[src/rtl/flash_seq_pkg.sv]
// Shared opcodes, op_code encodings, FSM state encoding and SPI command field lookup
// for the SPI NOR operation sequencer.
package flash_seq_pkg;

    localparam logic [7:0] FLASH_CMD_READ = 8'h03;
    localparam logic [7:0] FLASH_CMD_PP   = 8'h02;
    localparam logic [7:0] FLASH_CMD_SE   = 8'h20;
    localparam logic [7:0] FLASH_CMD_WREN = 8'h06;
    localparam logic [7:0] FLASH_CMD_RDSR = 8'h05;

    typedef enum logic [1:0] {
        OP_READ    = 2'd0,
        OP_PROGRAM = 2'd1,
        OP_ERASE   = 2'd2,
        OP_RSVD    = 2'd3
    } op_code_e;

    typedef enum logic [3:0] {
        ST_IDLE,
        ST_WREN,
        ST_WREN_W,
        ST_CMD,
        ST_CMD_W,
        ST_GAP,
        ST_POLL,
        ST_POLL_W,
        ST_FIN
    } state_e;

    typedef struct packed {
        logic [7:0] cmd;
        logic       has_addr;
        logic [2:0] nbytes;
        logic       wr;
    } spi_fields_t;

    function automatic spi_fields_t cmd_fields(input logic [7:0] cmd);
        spi_fields_t f;
        f.cmd      = cmd;
        f.has_addr = 1'b0;
        f.nbytes   = 3'd0;
        f.wr       = 1'b0;
        case (cmd)
            FLASH_CMD_READ: begin
                f.has_addr = 1'b1;
                f.nbytes   = 3'd4;
            end
            FLASH_CMD_PP: begin
                f.has_addr = 1'b1;
                f.nbytes   = 3'd4;
                f.wr       = 1'b1;
            end
            FLASH_CMD_SE:   f.has_addr = 1'b1;
            FLASH_CMD_RDSR: f.nbytes   = 3'd1;
            default: ;
        endcase
        return f;
    endfunction

endpackage

[src/rtl/flash_poll_timer.sv]
// GAP down-counter between RDSR polls, plus the poll/timeout counter that exists only
// when FLASH_SEQ_TIMEOUT_EN is defined (otherwise poll_timeout is tied low).
module flash_poll_timer
    import flash_seq_pkg::*;
#(
    parameter int POLL_GAP = 16,
    parameter int POLL_MAX = 4096
) (
    input  logic HCLK,
    input  logic HRST_n,
    input  logic gap_load,
    input  logic gap_run,
    input  logic poll_clr,
    input  logic poll_inc,
    output logic gap_expired,
    output logic poll_timeout
);

    localparam int GAP_W = $clog2(POLL_GAP + 1);

    logic [GAP_W-1:0] gap_cnt_q, gap_cnt_d;

    // Loaded with POLL_GAP-1 on GAP entry so GAP lasts exactly POLL_GAP cycles.
    always_comb begin
        gap_cnt_d = gap_cnt_q;
        if (gap_load) begin
            gap_cnt_d = GAP_W'(POLL_GAP - 1);
        end else if (gap_run && gap_cnt_q != '0) begin
            gap_cnt_d = gap_cnt_q - 1'b1;
        end
    end

    assign gap_expired = gap_run && (gap_cnt_q == '0);

    always_ff @(posedge HCLK or negedge HRST_n) begin
        if (!HRST_n) begin
            gap_cnt_q <= '0;
        end else begin
            gap_cnt_q <= gap_cnt_d;
        end
    end

`ifdef FLASH_SEQ_TIMEOUT_EN
    localparam int POLL_W = $clog2(POLL_MAX + 1);

    logic [POLL_W-1:0] poll_cnt_q, poll_cnt_d;

    always_comb begin
        poll_cnt_d = poll_cnt_q;
        if (poll_clr) begin
            poll_cnt_d = '0;
        end else if (poll_inc && poll_cnt_q != POLL_W'(POLL_MAX)) begin
            poll_cnt_d = poll_cnt_q + 1'b1;
        end
    end

    assign poll_timeout = (poll_cnt_q == POLL_W'(POLL_MAX));

    always_ff @(posedge HCLK or negedge HRST_n) begin
        if (!HRST_n) begin
            poll_cnt_q <= '0;
        end else begin
            poll_cnt_q <= poll_cnt_d;
        end
    end
`else
    logic unused_poll;
    assign unused_poll  = poll_clr ^ poll_inc;
    assign poll_timeout = 1'b0;
`endif

endmodule

[src/rtl/flash_op_sequencer.sv]
// SPI NOR operation sequencer: READ / PROGRAM / ERASE with WREN and RDSR polling.
// Optional RDSR poll timeout when FLASH_SEQ_TIMEOUT_EN is defined.
//
//  state     | meaning
//  IDLE      | waiting for op_start
//  WREN      | launch WREN once the engine is free
//  WREN_W    | waiting for WREN spi_done
//  CMD       | launch READ / PP / SE
//  CMD_W     | waiting for main command spi_done
//  GAP       | idle POLL_GAP cycles before the next RDSR
//  POLL      | launch RDSR
//  POLL_W    | waiting for RDSR status
//  FIN       | op_done pulse, back to IDLE
module flash_op_sequencer
    import flash_seq_pkg::*;
#(
    parameter int ADDR_W   = 24,
    parameter int POLL_GAP = 16,
    parameter int POLL_MAX = 4096
) (
    input  logic              HCLK,
    input  logic              HRST_n,
    input  logic              op_start,
    input  logic [1:0]        op_code,
    input  logic [ADDR_W-1:0] op_addr,
    input  logic [31:0]       op_wdata,
    output logic              op_busy,
    output logic              op_done,
    output logic              op_err,
    output logic [31:0]       op_rdata,
    output logic              spi_start,
    output logic [7:0]        spi_cmd,
    output logic [ADDR_W-1:0] spi_addr,
    output logic              spi_has_addr,
    output logic [2:0]        spi_nbytes,
    output logic              spi_wr,
    output logic [31:0]       spi_wdata,
    input  logic              spi_busy,
    input  logic              spi_done,
    input  logic [31:0]       spi_rdata
);

    state_e            state_q, state_d;
    op_code_e          code_q, code_d;
    logic [ADDR_W-1:0] addr_q, addr_d;
    logic [31:0]       wdata_q, wdata_d;
    logic              op_busy_q, op_busy_d;
    logic              op_done_q, op_done_d;
    logic              op_err_q, op_err_d;
    logic [31:0]       rdata_q, rdata_d;
    logic              spi_start_q, spi_start_d;
    spi_fields_t       spi_f_q, spi_f_d;
    logic [ADDR_W-1:0] spi_addr_q, spi_addr_d;
    logic [31:0]       spi_wdata_q, spi_wdata_d;

    logic       launch;
    logic [7:0] launch_cmd;
    logic       gap_load, gap_run, poll_clr, poll_inc;
    logic       gap_expired, poll_timeout;

    flash_poll_timer #(
        .POLL_GAP (POLL_GAP),
        .POLL_MAX (POLL_MAX)
    ) u_poll_timer (
        .HCLK         (HCLK),
        .HRST_n       (HRST_n),
        .gap_load     (gap_load),
        .gap_run      (gap_run),
        .poll_clr     (poll_clr),
        .poll_inc     (poll_inc),
        .gap_expired  (gap_expired),
        .poll_timeout (poll_timeout)
    );

    always_comb begin
        state_d     = state_q;
        code_d      = code_q;
        addr_d      = addr_q;
        wdata_d     = wdata_q;
        op_busy_d   = op_busy_q;
        op_done_d   = 1'b0;
        op_err_d    = op_err_q;
        rdata_d     = rdata_q;
        spi_start_d = 1'b0;
        spi_f_d     = spi_f_q;
        spi_addr_d  = spi_addr_q;
        spi_wdata_d = spi_wdata_q;
        launch      = 1'b0;
        launch_cmd  = FLASH_CMD_WREN;
        gap_load    = 1'b0;
        gap_run     = 1'b0;
        poll_clr    = 1'b0;
        poll_inc    = 1'b0;

        case (state_q)
            ST_IDLE: begin
                if (op_start) begin
                    if (op_code == OP_RSVD) begin
                        op_err_d  = 1'b1;
                        op_done_d = 1'b1;
                    end else begin
                        code_d    = op_code_e'(op_code);
                        addr_d    = op_addr;
                        wdata_d   = op_wdata;
                        op_busy_d = 1'b1;
                        op_err_d  = 1'b0;
                        poll_clr  = 1'b1;
                        state_d   = (op_code == OP_READ) ? ST_CMD : ST_WREN;
                    end
                end
            end
            ST_WREN: begin
                if (!spi_busy) begin
                    launch     = 1'b1;
                    launch_cmd = FLASH_CMD_WREN;
                    state_d    = ST_WREN_W;
                end
            end
            ST_WREN_W: begin
                if (spi_done) state_d = ST_CMD;
            end
            ST_CMD: begin
                if (!spi_busy) begin
                    launch     = 1'b1;
                    launch_cmd = (code_q == OP_READ)    ? FLASH_CMD_READ :
                                 (code_q == OP_PROGRAM) ? FLASH_CMD_PP   : FLASH_CMD_SE;
                    state_d    = ST_CMD_W;
                end
            end
            ST_CMD_W: begin
                if (spi_done) begin
                    if (code_q == OP_READ) begin
                        rdata_d = spi_rdata;
                        state_d = ST_FIN;
                    end else begin
                        gap_load = 1'b1;
                        state_d  = ST_GAP;
                    end
                end
            end
            ST_GAP: begin
                gap_run = 1'b1;
                if (gap_expired) state_d = ST_POLL;
            end
            ST_POLL: begin
                if (!spi_busy) begin
                    launch     = 1'b1;
                    launch_cmd = FLASH_CMD_RDSR;
                    poll_inc   = 1'b1;
                    state_d    = ST_POLL_W;
                end
            end
            ST_POLL_W: begin
                if (spi_done) begin
                    if (!spi_rdata[0]) begin
                        state_d = ST_FIN;
                    end else if (poll_timeout) begin
                        op_err_d = 1'b1;
                        state_d  = ST_FIN;
                    end else begin
                        gap_load = 1'b1;
                        state_d  = ST_GAP;
                    end
                end
            end
            ST_FIN: state_d = ST_IDLE;
            default: state_d = ST_IDLE;
        endcase

        // op_done and the busy drop are both visible during the FIN cycle.
        if (state_d == ST_FIN && state_q != ST_FIN) begin
            op_done_d = 1'b1;
            op_busy_d = 1'b0;
        end

        if (launch) begin
            spi_start_d = 1'b1;
            spi_f_d     = cmd_fields(launch_cmd);
            spi_addr_d  = addr_q;
            spi_wdata_d = wdata_q;
        end
    end

    always_ff @(posedge HCLK or negedge HRST_n) begin
        if (!HRST_n) begin
            state_q     <= ST_IDLE;
            code_q      <= OP_READ;
            addr_q      <= '0;
            wdata_q     <= '0;
            op_busy_q   <= 1'b0;
            op_done_q   <= 1'b0;
            op_err_q    <= 1'b0;
            rdata_q     <= '0;
            spi_start_q <= 1'b0;
            spi_f_q     <= '0;
            spi_addr_q  <= '0;
            spi_wdata_q <= '0;
        end else begin
            state_q     <= state_d;
            code_q      <= code_d;
            addr_q      <= addr_d;
            wdata_q     <= wdata_d;
            op_busy_q   <= op_busy_d;
            op_done_q   <= op_done_d;
            op_err_q    <= op_err_d;
            rdata_q     <= rdata_d;
            spi_start_q <= spi_start_d;
            spi_f_q     <= spi_f_d;
            spi_addr_q  <= spi_addr_d;
            spi_wdata_q <= spi_wdata_d;
        end
    end

    assign op_busy      = op_busy_q;
    assign op_done      = op_done_q;
    assign op_err       = op_err_q;
    assign op_rdata     = rdata_q;
    assign spi_start    = spi_start_q;
    assign spi_cmd      = spi_f_q.cmd;
    assign spi_addr     = spi_addr_q;
    assign spi_has_addr = spi_f_q.has_addr;
    assign spi_nbytes   = spi_f_q.nbytes;
    assign spi_wr       = spi_f_q.wr;
    assign spi_wdata    = spi_wdata_q;

endmodule

[config.mk]
export PLATFORM = sky130hd
export DESIGN_NAME = flash_op_sequencer
export DESIGN_NICKNAME = d
export VERILOG_FILES = /design/src/rtl/flash_seq_pkg.sv /design/src/rtl/flash_poll_timer.sv /design/src/rtl/flash_op_sequencer.sv
export SDC_FILE = /design/constraint.sdc
export NUM_CORES = 1
export LEC_CHECK = 0
export CAP_MARGIN = 20
export CELL_PAD_IN_SITES_DETAIL_PLACEMENT = 2
export CELL_PAD_IN_SITES_GLOBAL_PLACEMENT = 2
export CORE_ASPECT_RATIO = 0.5
export CORE_MARGIN = 2
export CORE_UTILIZATION = 33
export CTS_BUF_LIST = sky130_fd_sc_hd__clkbuf_2
export CTS_CLUSTER_SIZE = 8
export DETAILED_ROUTE_END_ITERATION = 6
export PLACE_DENSITY_LB_ADDON = 0.12
export SLEW_MARGIN = 15
export SYNTH_ARGS = -nofsm -noshare
export SYNTH_HDL_FRONTEND = slang
export SYNTH_HIERARCHICAL = 1
export SYNTH_SLANG_ARGS = --single-unit
[constraint.sdc]
create_clock -name HCLK -period 3.3 [get_ports HCLK]
set_input_delay 0.33 -clock HCLK [delete_from_list [all_inputs] [get_ports HCLK]]
set_output_delay 0.33 -clock HCLK [all_outputs]
set_load 0.01 [all_outputs]
Yosys cells after proc, flatten, opt, wreduce, memory -nomap -nowiden:

Cells that the tools add are included.

* output and inout port bits: 105
* register bits after elaboration: 172
* logic and storage cells: 92

* reductions and logical operators: 18
* $add $sub $neg: 1
* multiplexer cells: 40
* equal/unequal tests: 16
* bitwise gates (word level): 1

Operators with widths (count)
* 2-to-1 mux 4 bit: 11
* one-hot mux 4 bit (8 select lines): 1
* 2-to-1 mux 1 bit: 18
* 2-to-1 mux 6 bit: 3
* == test 4 x 3 -> 1 bit, second input constant: 4
* == test 8 x 2 -> 1 bit, second input constant: 2
* one-hot mux 6 bit (2 select lines): 1
* 2-to-1 mux 5 bit: 2
* AND reduction 3 bit: 3
* == test 4 x 2 -> 1 bit, second input constant: 2
* == test 8 x 3 -> 1 bit, second input constant: 1
* == test 8 x 6 -> 1 bit, second input constant: 1
* one-hot mux 3 bit (2 select lines): 1
* nonzero test 2 bit: 3
* OR reduction 3 bit: 2
* zero test 5 bit: 1
* nonzero test 5 bit: 1
* subtractor 5 x 1 -> 5 bit, second input constant: 1
* == test 4 x 1 -> 1 bit, second input constant: 1
* == test 4 bit, second input constant: 1
* zero test 2 bit: 2
* zero test 4 bit: 1
* 2-to-1 mux 2 bit: 2
* != test 4 bit, second input constant: 1
* 8 further kinds: 10

Depth between registers and ports, before layout:

Gate-level depths: netlist of run 1.

* depth after elaboration: 9
* gate-level depth with buffers: 9
* depth with buffers taken out: 8

Hierarchy:

The synthesis of run 1 kept the hierarchy.

By module, submodules not included
* flash_op_sequencer: cells each 522, times used 1, area each 6358.6 um^2
* flash_poll_timer: cells each 27, times used 1, area each 282.8 um^2

Worst setup path after synthesis of run 1:

OpenSTA, ideal clock, no wires.

* path type: register to register
* from: register state_q[1]
* to: register addr_q[0]
* library setup time: 127 ps
* arrival: 1643 ps
* clock period less this slack: 1770 ps
* required time: 3173 ps
* stages on the path, launching flop included: 8
* path slack: 1530 ps
* path through: dfrtp_1 -> or3b_4 -> nor3_4 -> nand2_2 -> inv_2 -> buf_6 -> buf_12 -> mux2_1

* longest elaborated chain between the ends: 2

RTL lines
* start, declared: line flash_op_sequencer.sv:43 `state_e state_q, state_d;`
* start signal, assigned: line flash_op_sequencer.sv:199 `state_q <= state_d;`
* zero test 4 bit: line flash_op_sequencer.sv:95 `case (state_q)`
* AND reduction 3 bit (no line)
* end signal, assigned: line flash_op_sequencer.sv:201 `addr_q <= addr_d;`
* end, declared: line flash_op_sequencer.sv:45 `logic [ADDR_W-1:0] addr_q, addr_d;`

Every way passes these cells.
A chain may end at the register's enable or synchronous reset.

Final worst setup path of run 1:

* from: register state_q[1]
* to: register wdata_q[15]

* longest elaborated chain between the ends: 2

RTL lines
* zero test 4 bit: line flash_op_sequencer.sv:95
* AND reduction 3 bit (no line)
* end signal, assigned: line flash_op_sequencer.sv:202 `wdata_q <= wdata_d;`
* end, declared: line flash_op_sequencer.sv:46 `logic [31:0] wdata_q, wdata_d;`

Every way passes these cells.

==> results of run 1 <==
power by group:
| group | total (mW) | switching (mW) | internal (mW) |
|---|---|---|---|
| sequential | 3.61 | 0.607 | 3.00 |
| clock | 1.24 | 0.794 | 0.447 |
| combinational | 3.30 | 1.43 | 1.88 |
registers in the layout, indices dropped and copies added (netlist names), 2 cells and up:
name and cells:
addr_q 24, code_q 2, op_rdata 32, spi_addr 24
spi_cmd 4, spi_nbytes 2, spi_wdata 32, state_q 4
u_poll_timer/gap_cnt_q 5, wdata_q 32
final cells by class:
class	count	area share (%)
diodes	1	0.02730
clock buffers	17	0.9281
clock inverters	15	2.075
inverters	8	0.3276
multi-input cells	346	24.51
flip-flops and latches	167	45.58
well taps	266	3.630
repair buffers	206	22.92
cells in the final DEF, fill, tap and decap left out, types with 2 or more instances in the layout:
cell and count:
clkdlybuf4s50_1 193, nand2_1 179, dfrtp_1 167, mux2_2 76, clkbuf_2 17, mux2_1 13
nor2_1 11, inv_1 6, conb_1 6, inv_6 6, buf_12 5, buf_4 5
nand2b_1 4, o21ai_0 4, nor3_1 3, a21o_1 3, nor2b_1 3, clkinv_4 3
bufinv_16 3, and2b_1 2, nand4b_1 2, o31a_1 2, a21oi_1 2, o22ai_1 2
inv_2 2, a221o_1 2, clkinv_2 2, dlygate4sd3_1 2, mux2i_1 2
what timing repair did:
item / 4_1_cts / 5_1_grt
buffers inserted: 0 / 0
hold buffers: 3 / 0
hold endpoints to repair: 139 / 0
endpoints found under the setup margin: 0 / 0
layer usage:
layer	GRT usage, %	vias up
met5	0	-
met4	5.124	0
met3	4.605	9
met2	30.45	102
met1	22.12	2416
li1	-	2191
critical path, cell delays in order, from the launching register on:
cell and delay [ps]:
dfrtp_1 590, or3b_4 490, nor3_4 150, nand2_2 100, inv_2 280, buf_12 230, mux2_2 350
cells by family (layout without fill, tap and decap cells):
kind of cell / count (synthesis) / count (layout)
flip-flops: 167 / 167
other: 2 / 7
buffers and inverters: 40 / 246
adder cells (fa/ha/maj): 1 / 1
multiplexers: 91 / 91
AO/OA/AOI/OAI: 29 / 29
AND/OR/NAND/NOR: 219 / 219
worst paths after layout:
kind,start,endpoint,slack [ps],depth (start not counted)
worst max-delay path,state_q[1],wdata_q[15],1000,6
worst min-delay path,op_wdata[29],wdata_q[29],170,2
worst max register to register,state_q[1],wdata_q[15],1000,6
worst min register to register,wdata_q[30],spi_wdata[30],450,2
max in group asynchronous,HRST_n,op_rdata[18],1940,4
min in group asynchronous,HRST_n,spi_wdata[18],550,3
==> results_dict.tcl, run 1 <==
set metrics [dict create \
    rsz0062_at_grt "no" \
    slew_viol_final 0 \
    core_area_um2 19590 \
    fin_ws_ps 998.1 \
    fin_crit_sh_pct 69.75 \
    met1_length_um 7746 \
    die_y_um 104.3 \
    routed_via_density 4.598 \
    met2WireLength_um 9129 \
    dp_hpwl_um 12420 \
    ctsHtreeMaxLevel 4 \
    synth.largest_area_cell "dfrtp_1" \
    grt_max_degree 75 \
    rows 36 \
    grt_overflow 0 \
    ant_nets 0 \
    cp-end-kind "register" \
    root_buffer "clkbuf_2" \
    seq_area_um2 4179 \
    cts_resized 0 \
    synth_top_area_share_pct 62.92 \
    leakagePower_nw 4.190 \
    synth_seq_cells 167 \
    met3_wirelength_um 946 \
    gp_congestion 0.7497 \
    fin_skew_ps 47.03 \
    fillers 1968 \
    first_global_vias 5415 \
    multi_input_area_um2 2247 \
    drv_cap 0 \
    synth_area_um2 6641 \
    yosys-top-cells-area "dfrtp_1 (63%), mux2_2 (13%), nand2_1 (10%), mux2_1 (2.2%), buf_4 (1.7%)" \
    hold_ws_ps 172.8 \
    syn_area_per_cell_um2 12.10 \
    yosys-top-cells-count "nand2_1 (179), dfrtp_1 (167), mux2_2 (76)" \
    wire_per_inst_um 17.50 \
    synthSimpleGateAreaFrac_pct 14.51 \
    arrival_ps 2910 \
    place_ws_ps 811.8 \
    crit_required_ps 3910 \
    total_power_mw 8.150 \
    routed_wl_um 17950 \
    hold_viol 0 \
    start_util_pct 33.90 \
    die_x_um 204.6 \
    nets 842 \
    worstMarginPinSlew_ps 770.6 \
    path_max_fanout 25 \
    synth_top_family_by_area "multiplexers" \
    gr-usage-all-layers_pct 17.79 \
    setup_viol 0 \
    ir_worst_vdd_mv 0.2682 \
    final_core_util_pct 46.79 \
    synth-compound-area-share_pct 3.297 \
    grt_pass1_wl_um 29460 \
    cts_made_buffers 17 \
    drive_above_1_share_pct 17.26 \
    synth-xor-area-share_pct 0 \
    cts_tree "done" \
    synthAdderAreaFrac_pct 0.1884 \
    slew_headroom_pct 48.63 \
    ys_types 55 \
    seq_area_frac_synth_pct 62.92 \
    first_pass_iters 4 \
    ioPinCount 200 \
    highest_layer "met4" \
    finalNonFillerCells 1026 \
    place_inst 990 \
    fin_tns_setup_ps 0 \
    p_per_area_nw_per_um2 889.0 \
    vias 4718 \
    insertion_delay_ps 730 \
    drc 0 \
    fmax_mhz 434.4 \
    syn_inst 549 \
    post-synth-top-count-cell "nand2_1" \
    die_area_um2 21350 \
    start_kind "register" \
    synth_ff_type "dfrtp_1" \
    min_path_type "in -> reg" \
    status "finished clean" \
    ys_warn_count 6 \
    cts_sinks 167 \
    muxShareOfSynthArea_pct 15.39 \
    fin_crit_ps 2302 \
    setup.worst_path.class "reg -> reg" \
    port_buffers 194 \
    path_clk_slew_ps 280 \
    drt_iter0_markers 101 \
    syn_to_final_growth_pct 38.04 \
    dpl_cell_area_um2 8850 \
    clk_path_buf_depth 2 \
    async_flop_share_pct 100.0 \
    grt_antenna_before_repair 1 \
    synth_edf_count 0 \
    stdcell_area_um2 9168 \
]
No activity file was read; power rests on OpenSTA's default activity.
==> run 2, diff against run 1 <==
- CORE_UTILIZATION: 33 -> 28
- clock period: 3.3 -> 2 ns (I/O delays scaled with it)
==> run 2 against run 1 <==
Net effect: the flow now finishes with violations (DRC); worst hold slack improved by 17 ps; cell area increased by 13%; utilization decreased by 1.9 points; power increased by 65%; via count increased by 11%; final cell count increased by 16%; die area increased by 17%; first-iteration DRC count increased by 130%; sequential power increased by 62%; flip-flop and latch count unchanged; maximum frequency increased by 22%; critical endpoint is now wdata_q[5]; largest power group unchanged.
==> results_dict.tcl, run 2 (synthesis results as in run 1) <==
set metrics [dict create \
    routed_wl_um 20330 \
    dpl_cell_area_um2 9106 \
    slew_headroom_pct 63.79 \
    gp_congestion 0.7207 \
    hold_start "spi_done" \
    root_buffer "clkbuf_2" \
    grt_antenna_before_repair 1 \
    total_power_mw 13.47 \
    drc 13 \
    final_core_util_pct 44.88 \
    seq_area_um2 4179 \
    ctsHtreeMaxLevel 4 \
    syn_to_final_growth_pct 55.65 \
    grt_max_degree 50 \
    final_cell_mix "nand2_1 (179), dfrtp_1 (167), dlygate4sd2_1 (100)" \
    grt_pass1_wl_um 33900 \
    clk_path_buf_depth 2 \
    path_max_fanout 31 \
    ioPinCount 200 \
    cts_sinks 167 \
    wire_per_inst_um 17.06 \
    cp-startpoint "state_q[0]" \
    insertion_delay_ps 800 \
    rows 39 \
    nets 968 \
    core_area_um2 23030 \
    vias 5240 \
    p_per_area_nw_per_um2 1303 \
    path_clk_slew_ps 250 \
    drv_cap 0 \
    met3_wirelength_um 748 \
    violations "DRC" \
    start_kind "register" \
    first_global_vias 6091 \
    highest_layer "met4" \
    cts_made_buffers 17 \
    grt_overflow 0 \
    cts_tree "done" \
    dp_hpwl_um 13310 \
    stdcell_area_um2 10340 \
    fillers 2385 \
    gr-usage-all-layers_pct 17.45 \
    crit_required_ps 2690 \
    setup.worst_path.class "reg -> reg" \
    ir_worst_vdd_mv 0.4807 \
    port_buffers 194 \
    leakagePower_nw 5.041 \
    die_y_um 112.9 \
    slew_viol_final 0 \
    status "finished, violations left" \
    ant_nets 0 \
    drt_iter0_markers 235 \
    setup_viol 0 \
    first_pass_iters 6 \
    met1_length_um 8882 \
    final_common_cell "nand2_1" \
    reg2reg_setup_slack_ps 120 \
    fin_tns_setup_ps 0 \
    worstMarginPinSlew_ps 543.2 \
    fin_skew_ps 33.48 \
    fin_crit_sh_pct 94.08 \
    cp-end-kind "register" \
    fin_crit_ps 1882 \
    fmax_mhz 531.5 \
    rsz0062_at_grt "no" \
    die_area_um2 25040 \
    hold_viol 0 \
    routed_via_density 4.396 \
    die_x_um 221.8 \
    start_util_pct 28.84 \
    met2WireLength_um 10500 \
    drive_above_1_share_pct 18.89 \
    multi_input_area_um2 2256 \
    arrival_ps 2570 \
    hold_ws_ps 190.1 \
    min_path_type "in -> reg" \
    worstReg2RegStart "state_q[0]" \
]
run 2: cell count changes in the layout (fill, tap and decap cells not counted), moves of 2 or more:
cell	before	now
inv_6	6	0
clkdlybuf4s50_1	193	93
dlygate4sd3_1	2	92
dlygate4sd2_1	0	100
clkinv_2	2	4
clkinvlp_4	0	3
buf_12	5	9
buf_4	5	36
run 2: stage by stage:
step / cells / setup WS (ps)
after floorplan: 553 / 229.9
after global placement: 1050 / -83.94
after detailed placement: 1050 / -106.6
after CTS: 1191 / 31.04
after global routing: 1192 / 18.58
final: 1192 / 118.4
run 2: routing by layer:
layer  GRT usage, %  vias to the layer above
li1               -                     2444
met1          21.23                     2690
met2          31.01                       95
met3          4.518                       11
met4          4.640                        0
met5              0                        -
run 2: worst max-delay path: stages (launching register included):
cell and delay (ps):
dfrtp_1 460, or3b_4 400, nor3_4 150, nand2_2 80
inv_2 100, buf_12 210, mux2_2 360
run 2: cell type report:
cell class | count | share of cell area [%]
Multi-Input combinational cell | 346 | 21.82
Inverter | 8 | 0.2905
Clock inverter | 14 | 1.779
Tap cell | 307 | 3.716
Sequential cell | 167 | 40.43
Clock buffer | 17 | 0.8230
Timing Repair Buffer | 332 | 31.12
Antenna cell | 1 | 0.02421
run 2: repair_timing:
action	in CTS	in global routing
gates resized for setup	100	2
hold buffers	93	0
setup endpoints to repair	100	1
hold endpoints to repair	257	0
setup buffers	17	0
run 2: final timing paths:
kind                                 end  cells past startpoint
hold reg to reg            spi_wdata[30]                      2
min in group asynchronous        op_done                      4
max in group asynchronous  spi_wdata[25]                      4
hold / removal                state_q[2]                      3
setup / recovery              wdata_q[5]                      6
setup reg to reg              wdata_q[5]                      6
run 2: power breakdown:
part           internal [mW]  switching (mW)
Sequential              4.95           0.897
Clock                  0.803            1.26
Combinational           2.91            2.65
Total                   8.67            4.80
==> run 3, diff against run 2 <==
- CELL_PAD_IN_SITES_DETAIL_PLACEMENT: 2 -> not set
- CELL_PAD_IN_SITES_GLOBAL_PLACEMENT: 2 -> not set
- CORE_UTILIZATION: 28 -> 40
- CTS_CLUSTER_DIAMETER: not set -> 150
- GPL_ROUTABILITY_DRIVEN: not set -> 0
==> run 3 against run 2 <==
Net effect: the run now ends clean; highest routed layer unchanged; register-to-register slack got worse by 40 ps; power fell by 3.0%; wire length fell by 24%.
==> results_dict.tcl, run 3 (synthesis results as in run 1) <==
set metrics [dict create \
    status "finished clean" \
    port_buffers 194 \
    drive_above_1_share_pct 19.05 \
    netSwitchingPower_mw 4.522 \
    first_global_vias 4757 \
    clkPwrFrac_pct 12.5 \
    start_util_pct 40.72 \
    arrival_ps 2490 \
    first_pass_iters 4 \
    drt_iter0_markers 176 \
    cp-end-kind "register" \
    vias 4786 \
    nets 887 \
    crit_required_ps 2570 \
    insertion_delay_ps 700 \
    fin_tns_setup_ps 0 \
    core_area_um2 16310 \
    finalNonFillerCells 1031 \
    die_area_um2 17710 \
    rows 33 \
    hold_start "op_wdata[8]" \
    reg2reg_setup_slack_ps 80 \
    final_cell_mix "nand2_1 (179), dfrtp_1 (166), clkdlybuf4s50_1 (166)" \
    die_x_um 186.2 \
    path_max_fanout 29 \
    fin_skew_ps 44.23 \
    place_inst 965 \
    p_per_area_nw_per_um2 1371 \
    fmax_mhz 519.9 \
    hold_viol 0 \
    dp_hpwl_um 10310 \
    drv_cap 0 \
    leakagePower_nw 4.703 \
    cts_sinks 167 \
    hold_ws_ps 82.03 \
    gr-usage-all-layers_pct 17.88 \
    routed_via_density 4.642 \
    worstReg2RegStart "state_q[1]" \
    p_comb_share_pct 42.8 \
    fin_crit_ps 1923 \
    ctsHtreeMaxLevel 4 \
    slew_viol_final 0 \
    die_y_um 95.12 \
    ioPinCount 200 \
    fillers 1362 \
    p_int_mw 8.540 \
    grt_pass1_wl_um 24360 \
    cp-startpoint "state_q[1]" \
    grt_antenna_before_repair 1 \
    fin_crit_sh_pct 96.17 \
    routed_wl_um 15390 \
    root_buffer "clkbuf_2" \
    final_core_util_pct 58.41 \
    clk_path_buf_depth 2 \
    cts_made_buffers 17 \
    setup.worst_path.class "reg -> reg" \
    syn_to_final_growth_pct 43.44 \
    wire_per_inst_um 14.93 \
    setup_viol 0 \
    min_path_type "in -> reg" \
    cts_tree "done" \
    p_seq_share_pct 44.7 \
    ant_nets 0 \
    place_ws_ps -105.3 \
    drc 0 \
    grt_overflow 0 \
    path_clk_slew_ps 290 \
    switching_share_pct 34.62 \
    grt_max_degree 55 \
    final_common_cell "nand2_1" \
    fin_ws_ps 76.64 \
    start_kind "register" \
    ir_worst_vdd_mv 0.5234 \
]
[run 3: critical path, stage by stage, from the launching register on]
cell and delay [ps]:
dfrtp_1 480, or3b_4 430, nor3_4 140, nand2_2 80, inv_2 110, buf_12 210, mux2_2 350
[run 3: final timing paths]
| kind | cells after the start | endpoint |
|---|---|---|
| setup / recovery | 6 | addr_q[13] |
| hold / removal | 2 | wdata_q[8] |
| setup reg to reg | 6 | addr_q[13] |
| hold reg to reg | 2 | spi_addr[6] |
| max in group asynchronous | 4 | spi_addr[2] |
| min in group asynchronous | 4 | spi_wdata[9] |
[run 3: final cells by class]
class,instances,area [um2],area share (%)
inverters,8,30.03,0.3152
diodes,1,2.502,0.02627
clock buffers,18,90.09,0.9456
repair buffers,251,2576,27.04
multi-input cells,346,2247,23.59
well taps,227,284.0,2.981
clock inverters,13,116.4,1.221
flip-flops and latches,167,4180,43.88
[run 3: power by group through the flow]
| stage | registers (mW) | clock network (mW) | logic (mW) |
|---|---|---|---|
| finish | 5.83 | 1.64 | 5.59 |
| global route | 6.06 | 1.89 | 6.17 |
| CTS | 5.87 | 1.73 | 5.60 |
| detailed placement | 5.95 | 0 | 5.57 |
| global placement | 5.92 | 0 | 5.48 |
| floorplan | 6.20 | 0 | 2.41 |
[run 3: per-layer routing]
layer	global-route usage, %	wire, um	vias up
li1	-	-	2296
met1	23.74	6969	2339
met2	28.87	7144	143
met3	5.386	1185	8
met4	4.659	91	0
met5	0	0	-
[run 3: per-stage QoR]
| step | total power, mW | cell area (um2) |
|---|---|---|
| after global routing | 14.12 | 9527 |
| final | 13.06 | 9527 |
| after CTS | 13.20 | 9205 |
| after detailed placement | 11.52 | 8919 |
| after floorplan | 8.616 | 6656 |
| after global placement | 11.40 | 8919 |
[run 3: what timing repair did]
item,4_1_cts,5_1_grt
endpoints found under the hold margin,171,19
buffers inserted,0,8
resized for setup,0,28
endpoints found under the setup margin,0,31
hold buffers,7,19
